$ cat src/rtl/cpu_pkg.sv
// Shared CPU definitions: datapath word width, mul/div op encoding and mul/div FSM states.
package cpu_pkg;

    localparam int WORD_W = 32;

    localparam logic OP_MUL = 1'b0;
    localparam logic OP_DIV = 1'b1;

    typedef enum logic [1:0] {
        IDLE,
        RUN,
        FIX,
        DONE
    } muldiv_state_t;

endpackage

$ cat src/rtl/mul_div_unit_if.sv
// Request/result bundle between the datapath (master) and the mul/div unit (slave).
interface mul_div_unit_if
    import cpu_pkg::*;
#(
    parameter int WIDTH = WORD_W
);
    logic             start;
    logic             op;
    logic [WIDTH-1:0] operand_a;
    logic [WIDTH-1:0] operand_b;
    logic             busy;
    logic             done;
    logic             div_by_zero;
    logic [WIDTH-1:0] z_hi;
    logic [WIDTH-1:0] z_lo;

    modport master (
        output start, op, operand_a, operand_b,
        input  busy, done, div_by_zero, z_hi, z_lo
    );

    modport slave (
        input  start, op, operand_a, operand_b,
        output busy, done, div_by_zero, z_hi, z_lo
    );

endinterface

$ cat src/rtl/muldiv_addsub.sv
// Combinational WIDTH+1-bit adder/subtractor shared by the Booth and non-restoring steps.
module muldiv_addsub
    import cpu_pkg::*;
#(
    parameter int WIDTH = WORD_W
) (
    input  logic [WIDTH:0] a,
    input  logic [WIDTH:0] b,
    input  logic           sub,
    output logic [WIDTH:0] y
);

    always_comb begin
        y = sub ? (a - b) : (a + b);
    end

endmodule

$ cat src/rtl/mul_div_unit.sv
// Sequential signed multiplier (radix-2 Booth) and divider (non-restoring, truncating).
// The divider is built only when MUL_DIV_UNIT_DIV_EN is defined.
module mul_div_unit
    import cpu_pkg::*;
#(
    parameter int WIDTH = WORD_W
) (
    input  logic          clock,
    input  logic          clear,
    mul_div_unit_if.slave bus
);

    localparam int               CNT_W = $clog2(WIDTH);
    localparam logic [CNT_W-1:0] LAST  = CNT_W'(WIDTH - 1);

    muldiv_state_t    state_q, state_d;
    logic [CNT_W-1:0] count_q, count_d;
    logic [WIDTH:0]   acc_q, acc_d;
    logic [WIDTH-1:0] q_q, q_d;
    logic [WIDTH-1:0] m_q, m_d;
    logic             q1_q, q1_d;
    logic [WIDTH-1:0] z_hi_q, z_hi_d;
    logic [WIDTH-1:0] z_lo_q, z_lo_d;
    logic             dbz_q, dbz_d;
    logic [WIDTH:0]   as_a, as_b, as_y;
    logic             as_sub;
    logic [WIDTH:0]   booth_acc;
    logic [WIDTH-1:0] booth_q;
`ifdef MUL_DIV_UNIT_DIV_EN
    logic             op_q, op_d;
    logic             neg_quo_q, neg_quo_d;
    logic             neg_rem_q, neg_rem_d;
    logic [WIDTH-1:0] abs_a, abs_b, rem;

    assign abs_a = bus.operand_a[WIDTH-1] ? -bus.operand_a : bus.operand_a;
    assign abs_b = bus.operand_b[WIDTH-1] ? -bus.operand_b : bus.operand_b;
    assign rem   = acc_q[WIDTH] ? as_y[WIDTH-1:0] : acc_q[WIDTH-1:0];
`endif

    muldiv_addsub #(.WIDTH(WIDTH)) u_addsub (
        .a   (as_a),
        .b   (as_b),
        .sub (as_sub),
        .y   (as_y)
    );

    // Booth step result: arithmetic shift right of {acc, q} after the add/subtract.
    assign booth_acc = {as_y[WIDTH], as_y[WIDTH:1]};
    assign booth_q   = {as_y[0], q_q[WIDTH-1:1]};

    always_comb begin
        as_a   = acc_q;
        as_b   = (q_q[0] ^ q1_q) ? {m_q[WIDTH-1], m_q} : '0;
        as_sub = q_q[0];
`ifdef MUL_DIV_UNIT_DIV_EN
        // FIX restores a negative final remainder; RUN shifts in the next dividend bit.
        if (op_q == OP_DIV) begin
            as_b = {1'b0, m_q};
            if (state_q == FIX) begin
                as_sub = 1'b0;
            end else begin
                as_a   = {acc_q[WIDTH-1:0], q_q[WIDTH-1]};
                as_sub = ~acc_q[WIDTH];
            end
        end
`endif
    end

    always_comb begin
        state_d = state_q;
        count_d = count_q;
        acc_d   = acc_q;
        q_d     = q_q;
        m_d     = m_q;
        q1_d    = q1_q;
        z_hi_d  = z_hi_q;
        z_lo_d  = z_lo_q;
        dbz_d   = dbz_q;
`ifdef MUL_DIV_UNIT_DIV_EN
        op_d      = op_q;
        neg_quo_d = neg_quo_q;
        neg_rem_d = neg_rem_q;
`endif
        case (state_q)
            IDLE: begin
                if (bus.start) begin
                    count_d = '0;
                    acc_d   = '0;
                    q1_d    = 1'b0;
                    dbz_d   = 1'b0;
`ifdef MUL_DIV_UNIT_DIV_EN
                    op_d = bus.op;
`endif
                    if (bus.op == OP_MUL) begin
                        m_d     = bus.operand_a;
                        q_d     = bus.operand_b;
                        state_d = RUN;
                    end else begin
`ifdef MUL_DIV_UNIT_DIV_EN
                        q_d       = abs_a;
                        m_d       = abs_b;
                        neg_quo_d = bus.operand_a[WIDTH-1] ^ bus.operand_b[WIDTH-1];
                        neg_rem_d = bus.operand_a[WIDTH-1];
                        if (bus.operand_b == '0) begin
                            z_lo_d  = '1;
                            z_hi_d  = bus.operand_a;
                            dbz_d   = 1'b1;
                            state_d = DONE;
                        end else begin
                            state_d = RUN;
                        end
`else
                        z_hi_d  = '0;
                        z_lo_d  = '0;
                        state_d = DONE;
`endif
                    end
                end
            end
            RUN: begin
                count_d = count_q + 1'b1;
`ifdef MUL_DIV_UNIT_DIV_EN
                if (op_q == OP_DIV) begin
                    acc_d = as_y;
                    q_d   = {q_q[WIDTH-2:0], ~as_y[WIDTH]};
                    if (count_q == LAST) begin
                        state_d = FIX;
                    end
                end else
`endif
                begin
                    acc_d = booth_acc;
                    q_d   = booth_q;
                    q1_d  = q_q[0];
                    if (count_q == LAST) begin
                        z_hi_d  = booth_acc[WIDTH-1:0];
                        z_lo_d  = booth_q;
                        state_d = DONE;
                    end
                end
            end
            FIX: begin
`ifdef MUL_DIV_UNIT_DIV_EN
                z_lo_d = neg_quo_q ? -q_q : q_q;
                z_hi_d = neg_rem_q ? -rem : rem;
`endif
                state_d = DONE;
            end
            DONE: begin
                state_d = IDLE;
            end
            default: begin
                state_d = IDLE;
            end
        endcase
    end

    always_ff @(posedge clock or negedge clear) begin
        if (!clear) begin
            state_q <= IDLE;
            count_q <= '0;
            acc_q   <= '0;
            q_q     <= '0;
            m_q     <= '0;
            q1_q    <= 1'b0;
            z_hi_q  <= '0;
            z_lo_q  <= '0;
            dbz_q   <= 1'b0;
`ifdef MUL_DIV_UNIT_DIV_EN
            op_q      <= OP_MUL;
            neg_quo_q <= 1'b0;
            neg_rem_q <= 1'b0;
`endif
        end else begin
            state_q <= state_d;
            count_q <= count_d;
            acc_q   <= acc_d;
            q_q     <= q_d;
            m_q     <= m_d;
            q1_q    <= q1_d;
            z_hi_q  <= z_hi_d;
            z_lo_q  <= z_lo_d;
            dbz_q   <= dbz_d;
`ifdef MUL_DIV_UNIT_DIV_EN
            op_q      <= op_d;
            neg_quo_q <= neg_quo_d;
            neg_rem_q <= neg_rem_d;
`endif
        end
    end

    assign bus.busy        = (state_q != IDLE);
    assign bus.done        = (state_q == DONE);
    assign bus.div_by_zero = dbz_q;
    assign bus.z_hi        = z_hi_q;
    assign bus.z_lo        = z_lo_q;

endmodule

$ cat src/flat_wrapper.sv
// flat-port wrapper written by rule: the top's interface ports become plain ports
module mul_div_unit_flat import cpu_pkg::*;
#(
    parameter int WIDTH = WORD_W
)
  (clock, clear, bus_start, bus_op, bus_operand_a, bus_operand_b, bus_busy, bus_done, bus_div_by_zero, bus_z_hi, bus_z_lo);
  mul_div_unit_if #(.WIDTH(WIDTH)) bus_i ();
  input  logic clock;
  input  logic clear;
  input wire logic [$bits(bus_i.start)-1:0] bus_start;
  input wire logic [$bits(bus_i.op)-1:0] bus_op;
  input wire logic [$bits(bus_i.operand_a)-1:0] bus_operand_a;
  input wire logic [$bits(bus_i.operand_b)-1:0] bus_operand_b;
  output wire logic [$bits(bus_i.busy)-1:0] bus_busy;
  output wire logic [$bits(bus_i.done)-1:0] bus_done;
  output wire logic [$bits(bus_i.div_by_zero)-1:0] bus_div_by_zero;
  output wire logic [$bits(bus_i.z_hi)-1:0] bus_z_hi;
  output wire logic [$bits(bus_i.z_lo)-1:0] bus_z_lo;
  assign bus_i.start = bus_start;
  assign bus_i.op = bus_op;
  assign bus_i.operand_a = bus_operand_a;
  assign bus_i.operand_b = bus_operand_b;
  assign bus_busy = bus_i.busy;
  assign bus_done = bus_i.done;
  assign bus_div_by_zero = bus_i.div_by_zero;
  assign bus_z_hi = bus_i.z_hi;
  assign bus_z_lo = bus_i.z_lo;
  mul_div_unit #(.WIDTH(WIDTH)) u_core (.clock(clock), .clear(clear), .bus(bus_i));
endmodule
$ cat config.mk
export PLATFORM = sky130hd
export DESIGN_NAME = mul_div_unit_flat
export DESIGN_NICKNAME = d
export VERILOG_FILES = /design/src/rtl/cpu_pkg.sv /design/src/rtl/mul_div_unit_if.sv /design/src/rtl/muldiv_addsub.sv /design/src/rtl/mul_div_unit.sv /design/src/flat_wrapper.sv
export SDC_FILE = /design/constraint.sdc
export NUM_CORES = 1
export LEC_CHECK = 0
export BUFFER_PORTS_ARGS = -buffer_cell sky130_fd_sc_hd__buf_2
export CORE_MARGIN = 4
export CORE_UTILIZATION = 60
export DETAILED_ROUTE_END_ITERATION = 10
export GPL_TIMING_DRIVEN = 0
export HOLD_SLACK_MARGIN = 0.08
export PLACE_DENSITY = 0.83
export SLEW_MARGIN = 15
export SYNTH_ARGS = -nofsm -noshare
export SYNTH_HDL_FRONTEND = slang
export SYNTH_SLANG_ARGS = --single-unit
$ cat constraint.sdc
create_clock -name clock -period 12 [get_ports clock]
set_input_delay 1.2 -clock clock [delete_from_list [all_inputs] [get_ports clock]]
set_output_delay 1.2 -clock clock [all_outputs]
set_load 0.05 [all_outputs]
**Yosys cells after proc, flatten, opt, wreduce, memory -nomap -nowiden**

Cells that the tools add are included.

- Output and inout bits: 67
- Flip-flop bits (word level): 169
- Input port bits: 68

- Equal/unequal tests: 8
- Bitwise logic cells: 2
- Multiplexer cells: 21
- $add $sub $neg: 3
- Reductions and logical operators: 8

Operator list:

| operator | count |
|---|---|
| $mux 32 | 6 |
| $pmux 32 s2 | 3 |
| $mux 33 | 3 |
| $pmux 33 s2 | 1 |
| $add 33x33->33 | 1 |
| $sub 33x33->33 | 1 |
| $pmux 5 s2 | 1 |
| $pmux 2 s4 | 1 |
| $mux 2 | 3 |
| $ne 2x2->1 const B | 3 |
| $reduce_and 3->1 | 2 |
| $add 5x1->5 const B | 1 |
| $eq 5x5->1 const B | 1 |
| $mux 5 | 1 |
| $eq 2x2->1 const B | 2 |
| $reduce_and 2->1 | 2 |
| $reduce_and 4->1 | 1 |
| $reduce_bool 2->1 | 2 |
| $eq 2x1->1 const B | 1 |
| $logic_not 2->1 | 1 |
| $ne 2x1->1 const B | 1 |
| $pmux 1 s2 | 1 |
| $mux 1 | 1 |
| $not 1->1 | 1 |
| $xor 1x1->1 | 1 |

**Depth between registers and ports, before layout**

Gate-level depths: netlist (run 1).

- Depth after elaboration: 6
- Gate-level depth with buffers: 24
- Depth with buffers taken out: 20

**Hierarchy**

From an unflattened synthesis (run 1), not the netlist that was laid out.

- Cell total of the unflattened synthesis: 992
- Area total of the unflattened synthesis: 9815.7 um^2

By module, submodules not included:

| module | cells each | times used | sequential area each (um^2) | area each (um^2) |
|---|---|---|---|---|
| mul_div_unit | 635 | 1 | 4204.0 | 7393.3 |
| muldiv_addsub | 357 | 1 | 0.0 | 2422.3 |

**Least setup slack after synthesis (run 1)**

OpenSTA, ideal clock, no wires.

- Path kind: register -> register
- Start point: register u_core.q1_q
- End point: register u_core.z_hi_q[30] (netlist: u_core.bus.z_hi[30])
- Clock period less this slack: 4.416 ns
- Slack: 7.584 ns
- Path buffers: 3
- Data arrival time: 4.281 ns
- Cell stages (with the launch flop): 21
- Data required time: 11.865 ns
- Cells stage by stage: dfrtp_1 buf_2 nor2b_1 buf_2 or2_2 clkbuf_1 nand2_1 ha_1 a21o_1 nand2_2 a21oi_1 xnor2_1 ha_1 a2111o_1 a31oi_1 a2bb2oi_2 o31ai_4 a21boi_2 o31a_1 xor2_1 o31ai_1

- Longest elaborated chain between the ends: 6

RTL lines:

| element | line | source |
|---|---|---|
| start, declared | mul_div_unit.sv:21 | `logic q1_q, q1_d;` |
| start signal, assigned | mul_div_unit.sv:180 | `q1_q <= q1_d;` |
| $xor 1x1->1 * | mul_div_unit.sv:53 | `as_b = (q_q[0] ^ q1_q) ? {m_q[WIDTH-1], m_q} : '0;` |
| $mux 33 * | mul_div_unit.sv:53 |  |
| $add 33x33->33 or $sub 33x33->33 (tied branches) | muldiv_addsub.sv:14 | `y = sub ? (a - b) : (a + b);` |
| $mux 33 * | muldiv_addsub.sv:14 |  |
| $mux 32 * | mul_div_unit.sv:135 | `if (count_q == LAST) begin` |
| $pmux 32 s2 * | mul_div_unit.sv:84 | `case (state_q)` |
| end signal, assigned | mul_div_unit.sv:181 | `z_hi_q <= z_hi_d;` |
| end, declared | mul_div_unit.sv:22 | `logic [WIDTH-1:0] z_hi_q, z_hi_d;` |

Every way passes the cells marked *; elsewhere a longest branch is shown, timed or not. The select of a mux whose other input is x is not followed.
A chain may end at the register's enable or synchronous reset.

**Worst setup path in the final report (run 1)**

- Start point: register u_core.q_q[0]
- End point: register u_core.z_hi_q[30] (netlist: u_core.bus.z_hi[30])

- Longest elaborated chain between the ends: 6

RTL lines:

| element | line | source |
|---|---|---|
| start, declared | mul_div_unit.sv:19 | `logic [WIDTH-1:0] q_q, q_d;` |
| start signal, assigned | mul_div_unit.sv:178 | `q_q <= q_d;` |
| $xor 1x1->1 | mul_div_unit.sv:53 |  |
| $mux 33 | mul_div_unit.sv:53 |  |
| $add 33x33->33 or $sub 33x33->33 (tied branches) | muldiv_addsub.sv:14 |  |
| $mux 33 * | muldiv_addsub.sv:14 |  |
| $mux 32 * | mul_div_unit.sv:135 |  |
| $pmux 32 s2 * | mul_div_unit.sv:84 |  |

Marked as above.

==> results_dict.tcl, run 1 <==
set metrics [dict create \
    status "completed" \
    wirelength_um 25280 \
    drt_iter0_markers 747 \
    drt_pass1_iterations 5 \
    grt-ovfl-total 0 \
    cts.sinks 168 \
    ys_seq_area_share_pct 44.78 \
    critPathTopFamily "compound AO/OA/AOI/OAI gates" \
    syn_area_um2 9389 \
    worstMarginPinSlew_ns 0.8651 \
    layout.nets 1341 \
    synth_ff_type "dfrtp_1" \
    antenna_found_initial 2 \
    port_buffers 133 \
    synth_edf_count 0 \
    clk_pin_slew_ns 0.07 \
    cp_data_required_time_ns 12.29 \
    setup_tns_ns 0 \
    yosysUniqueCellTypes 63 \
    htreeDepth 4 \
    core-area_um2 15260 \
    root_buffer "clkbuf_16" \
    grt_usage_pct 28.91 \
    drv_cap 0 \
    layout_min_cycle_time_ns 5.714 \
    ant_nets 0 \
    slew_headroom_pct 42.32 \
    ys_top_cells_by_area "dfrtp_1 (45%), nand2_1 (9.4%), o21ai_0 (7.1%)" \
    grt_pass1_vias 8483 \
    num_vias 8632 \
    min_period_over_period_pct 47.61 \
    io_pins 135 \
    yosysWarnings 0 \
    cp_slowest_cell "a21oi_1" \
    maxSlewViolCount 0 \
    syn_avg_cell_area_um2 8.694 \
    final_cell_mix "nand2_1 (235), dfrtp_1 (168), buf_2 (139)" \
    hold_class "flip-flop to flip-flop" \
    die_height_um 133.1 \
    hpwl_um 18510 \
    yosys.area.top_type "dfrtp_1" \
    syn_inst 1080 \
    die_width_um 133.1 \
    cp_num_buf_inv 3 \
    cts-resized-gates 0 \
    path_max_fanout 10 \
    drc 0 \
    max_clock_freq_ghz 0.1750 \
    grt_max_degree 92 \
    cts_hold_buf 0 \
    rsz0062_at_grt "false" \
    synth-seq-cells 168 \
    rows 45 \
    vias_per_cell 5.920 \
    hold_slack_ns 0.4737 \
    post_cts_buffers 0 \
    die-area_um2 17710 \
    insertion_delay_ns 0.44 \
    gp_congestion 0.9685 \
    setup_viol 0 \
    cp.arrival_ns 6.01 \
    cts_tree "yes" \
    detail_route.wl_per_cell_um 17.34 \
    worstPathCellList "buf_2 > nor2b_1 > clkbuf_1 > or2_2 > clkbuf_1 > nand2_1 > ha_1 > a21o_1 > nand2_2 > a21oi_1 > xnor2_1 > ha_1 > a2111o_1 > a31oi_1 > a2bb2oi_2 > o31ai_4 > a21boi_2 > o31a_1 > xor2_1 > o31ai_1" \
    finClkSkew_ns 0.01549 \
    grt_pass1_wl_um 41430 \
    syn2layout_area_growth_pct 16.27 \
    initial_utilization_pct 61.53 \
    async_flop_share_pct 100.0 \
    final_common_cell "nand2_1" \
    crit_path_start_kind "flip-flop" \
    clockBufferDepth 2 \
    hold_violations 0 \
    crit_type "flip-flop to flip-flop" \
    synth_nets 1188 \
    synth.top_cell.area_share_pct 44.78 \
    drive_gt1_share_pct 18.14 \
    numCtsBuffers 17 \
    crit_path_end_kind "flip-flop" \
    cpPeakStageDelay_ns 0.55 \
]
[cells by family after synthesis]
logic type | share of synthesized area (%)
AND/OR/NAND/NOR | 18.35
AO/OA/AOI/OAI | 20.07
adder cells (fa/ha/maj) | 5.410
flip-flops | 44.78
buffers and inverters | 3.371
multiplexers | 4.065
XOR/XNOR | 3.918
other | 0.03994
[per-stage QoR]
stage	setup slack, ns	cell area (µm²)	std cells	util [%]
floorplan	7.584	9389	1080	-
global route	6.076	10910	1457	71.53
detailed placement	6.479	10360	1425	67.87
finish	6.287	10920	1458	71.55
CTS	6.423	10910	1457	71.53
global placement	6.555	10320	1424	67.63
[path summary, 6_finish.rpt]
kind	cells after the start	to	start	slack (ns)
min	2	u_core.bus.z_hi[16]	u_core.bus.z_hi[16]	0.47
max reg2reg	20	u_core.bus.z_hi[30]	u_core.q_q[0]	6.29
min in group asynchronous	1	u_core.acc_q[16]	clear	0.78
min reg2reg	2	u_core.bus.z_hi[16]	u_core.bus.z_hi[16]	0.47
max in group asynchronous	2	u_core.q_q[8]	clear	10.42
max	20	u_core.bus.z_hi[30]	u_core.q_q[0]	6.29
[worst reg2reg max path: cells and delay by family, from the launching register on]
kind / cells / cell delay [ns]
adders and majority gates: 2 / 0.63
DFF: 1 / 0.35
xor gates and xnor gates: 2 / 0.51
AOI/OAI and AO/OA: 9 / 2.49
buffers and inverters: 3 / 0.67
and+or+nand+nor: 4 / 0.90
[metal layers]
metal  global-route usage (%)  up-vias  wire, µm
met1                    37.15     4120     10710
li1                         -     4088         -
met4                    10.34        4       723
met3                    8.157       67      1993
met2                    47.23      353     11840
met5                        0        -        21
[sequential cells by signal (all words and copies together), names as in the netlist]
| signal | flops |
|---|---|
| u_core.q1_q | 1 |
| u_core.state_q | 2 |
| u_core.bus.z_lo | 32 |
| u_core.acc_q | 32 |
| u_core.bus.z_hi | 32 |
| u_core.m_q | 32 |
| u_core.count_q | 5 |
| u_core.q_q | 32 |
[cells in the mapped netlist, drive strengths merged (9+ instances only)]
cell type and instances:
o21ai 135, buf 17, nand3 27, a31oi 38
nand2b 10, a21oi 70, nor3 10, nand4 9
a21o 11, inv 18, clkbuf 46, nor2 68
dfrtp 168, xnor2 27, mux2 33, nand2 236
o31ai 10, xor2 15, ha 39
[cell type report]
| type | instances | area (µm²) |
|---|---|---|
| diodes | 1 | 2.502 |
| plain buffers | 63 | 249.0 |
| clock buffers | 20 | 446.7 |
| clock inverters | 12 | 111.4 |
| fillers | 1218 | 4342 |
| inverters | 18 | 67.56 |
| multi-input cells | 831 | 4868 |
| flip-flops and latches | 168 | 4204 |
| well taps | 211 | 264.0 |
| repair buffers | 134 | 703.2 |
Power of run 1 is left out: the tool's default activity adds up to more than one toggle a clock period on the data nets, which glitch-free logic cannot reach.
==> run 2: changes to the inputs <==
--- a/config.mk
+++ b/config.mk
@@ -7,11 +7,11 @@
 export LEC_CHECK = 0
 export BUFFER_PORTS_ARGS = -buffer_cell sky130_fd_sc_hd__buf_2
 export CORE_MARGIN = 4
-export CORE_UTILIZATION = 60
+export CORE_UTILIZATION = 58
 export DETAILED_ROUTE_END_ITERATION = 10
 export GPL_TIMING_DRIVEN = 0
 export HOLD_SLACK_MARGIN = 0.08
-export PLACE_DENSITY = 0.83
+export PLACE_DENSITY = 0.81
 export SLEW_MARGIN = 15
 export SYNTH_ARGS = -nofsm -noshare
 export SYNTH_HDL_FRONTEND = slang
==> constraint.sdc (replaced) <==
create_clock -name clock -period 5.8 [get_ports clock]
set_input_delay 0.58 -clock clock [delete_from_list [all_inputs] [get_ports clock]]
set_output_delay 0.58 -clock clock [all_outputs]
set_load 0.05 [all_outputs]
==> results_dict.tcl, run 2 (synthesis gave the netlist of run 1 again) <==
set metrics [dict create \
    status "completed" \
    final_cell_mix "nand2_1 (235), dfrtp_1 (168), buf_2 (139)" \
    cp_num_buf_inv 2 \
    grt_usage_pct 28.69 \
    die-area_um2 18290 \
    setup_viol 0 \
    drc 0 \
    drt_pass1_iterations 5 \
    r2r_slack_ns 0.52 \
    insertion_delay_ns 0.44 \
    initial_utilization_pct 59.11 \
    layout.nets 1340 \
    clockBufferDepth 2 \
    drt_iter0_markers 681 \
    clk_pin_slew_ns 0.07 \
    regToRegStartpoint "u_core.q1_q" \
    final_cell_area_um2 11000 \
    ant_nets 0 \
    r2r-end "u_core.acc_q[30]" \
    setup_tns_ns 0 \
    fin_util_pct 69.22 \
    gp_congestion 0.9504 \
    cp_data_required_time_ns 6.10 \
    layout_min_cycle_time_ns 5.284 \
    core-area_um2 15890 \
    antenna_found_initial 4 \
    port_buffers 133 \
    num_vias 8618 \
    numCtsBuffers 17 \
    rows 46 \
    io_pins 135 \
    dpl-instance-area_um2 10360 \
    hold_violations 0 \
    crit_path_start_kind "flip-flop" \
    finClkSkew_ns 0.01182 \
    final_common_cell "nand2_1" \
    die_width_um 135.2 \
    path_max_fanout 14 \
    worstMarginPinSlew_ns 0.8313 \
    cp.arrival_ns 5.59 \
    maxSlewViolCount 0 \
    hold_class "primary input to asynchronous set/reset pin" \
    crit_type "flip-flop to flip-flop" \
    cts_tree "yes" \
    drive_gt1_share_pct 18.39 \
    vias_per_cell 5.899 \
    grt-ovfl-total 0 \
    drv_cap 0 \
    root_buffer "clkbuf_16" \
    rsz0062_at_grt "false" \
    die_height_um 135.2 \
    grt_max_degree 91 \
    slew_headroom_pct 44.58 \
    cpPeakStageDelay_ns 0.45 \
    hpwl_um 18430 \
    htreeDepth 4 \
    detail_route.wl_per_cell_um 17.45 \
    cts.sinks 168 \
    critPathTopFamily "compound AO/OA/AOI/OAI gates" \
    worstRegToRegCells 19 \
    grt_pass1_wl_um 41980 \
    syn2layout_area_growth_pct 17.11 \
    wirelength_um 25490 \
    cp_slowest_cell "or2_2" \
    min_period_over_period_pct 91.11 \
    crit_path_end_kind "flip-flop" \
    grt_pass1_vias 8355 \
    antenna-diode-count 0 \
    max_clock_freq_ghz 0.1892 \
    worstPathCellList "buf_2 > nor2b_1 > buf_2 > or2_2 > nand2_1 > ha_1 > a21o_1 > nand2_2 > a21oi_2 > xnor2_1 > ha_1 > a2111o_1 > a31oi_1 > a2bb2oi_2 > o31ai_4 > a21boi_2 > o31a_1 > xor2_1 > o31ai_2" \
    fillers 1260 \
]
[run 2: cell types whose count changed in the layout (fill, tap and decap cells not counted), moves of 2 or more]
cell / delta
clkinvlp_4: -2
clkbuf_1: -3
clkinv_8: +3
bufinv_16: +2
[run 2: what timing repair did]
| action | in CTS | in global routing |
|---|---|---|
| endpoints found under the setup margin | 0 | 14 |
| gates resized for setup | 0 | 1 |
| buffers inserted | 0 | 0 |
| hold buffers | 0 | 0 |
[run 2: routing by layer]
layer | track usage, % | wire (µm)
met5 | 0 | 43
met4 | 10.19 | 695
met3 | 7.987 | 2125
met2 | 45.55 | 11870
met1 | 38.03 | 10750
[run 2: area by class of cell]
cell class / instances / area [µm²] / share of cell area (%)
Timing Repair Buffer: 134 / 703.2 / 6.395
Tap cell: 216 / 270.3 / 2.458
Multi-Input combinational cell: 831 / 4872 / 44.31
Clock buffer: 17 / 425.4 / 3.869
Inverter: 18 / 67.56 / 0.6145
Clock inverter: 15 / 207.7 / 1.889
Sequential cell: 168 / 4204 / 38.23
Buffer: 62 / 245.2 / 2.230
[run 2: worst max path at each step]
stage / start / endpoint / slack (ns) / depth (start not counted)
floorplan: u_core.q1_q / u_core.bus.z_hi[30] / 1.38 / 20
global placement: u_core.q1_q / u_core.bus.z_hi[30] / 0.36 / 20
detailed placement: u_core.q1_q / u_core.bus.z_hi[30] / 0.32 / 20
CTS: u_core.q1_q / u_core.bus.z_hi[30] / 0.19 / 20
global route: u_core.q1_q / u_core.bus.z_hi[31] / 0.27 / 22
finish: u_core.q1_q / u_core.acc_q[30] / 0.52 / 19
[run 2: per-stage QoR]
step / hold slack [ns] / setup WS (ns) / instances
2_1_floorplan: 0.2844 / 1.384 / 1080
3_3_place_gp: 0.4561 / 0.3610 / 1429
3_5_place_dp: 0.4663 / 0.3247 / 1430
4_1_cts: 0.1751 / 0.1863 / 1462
5_1_grt: 0.2086 / 0.2668 / 1461
6_report: 0.1539 / 0.5156 / 1461
Power of run 2 is left out for the same reason.
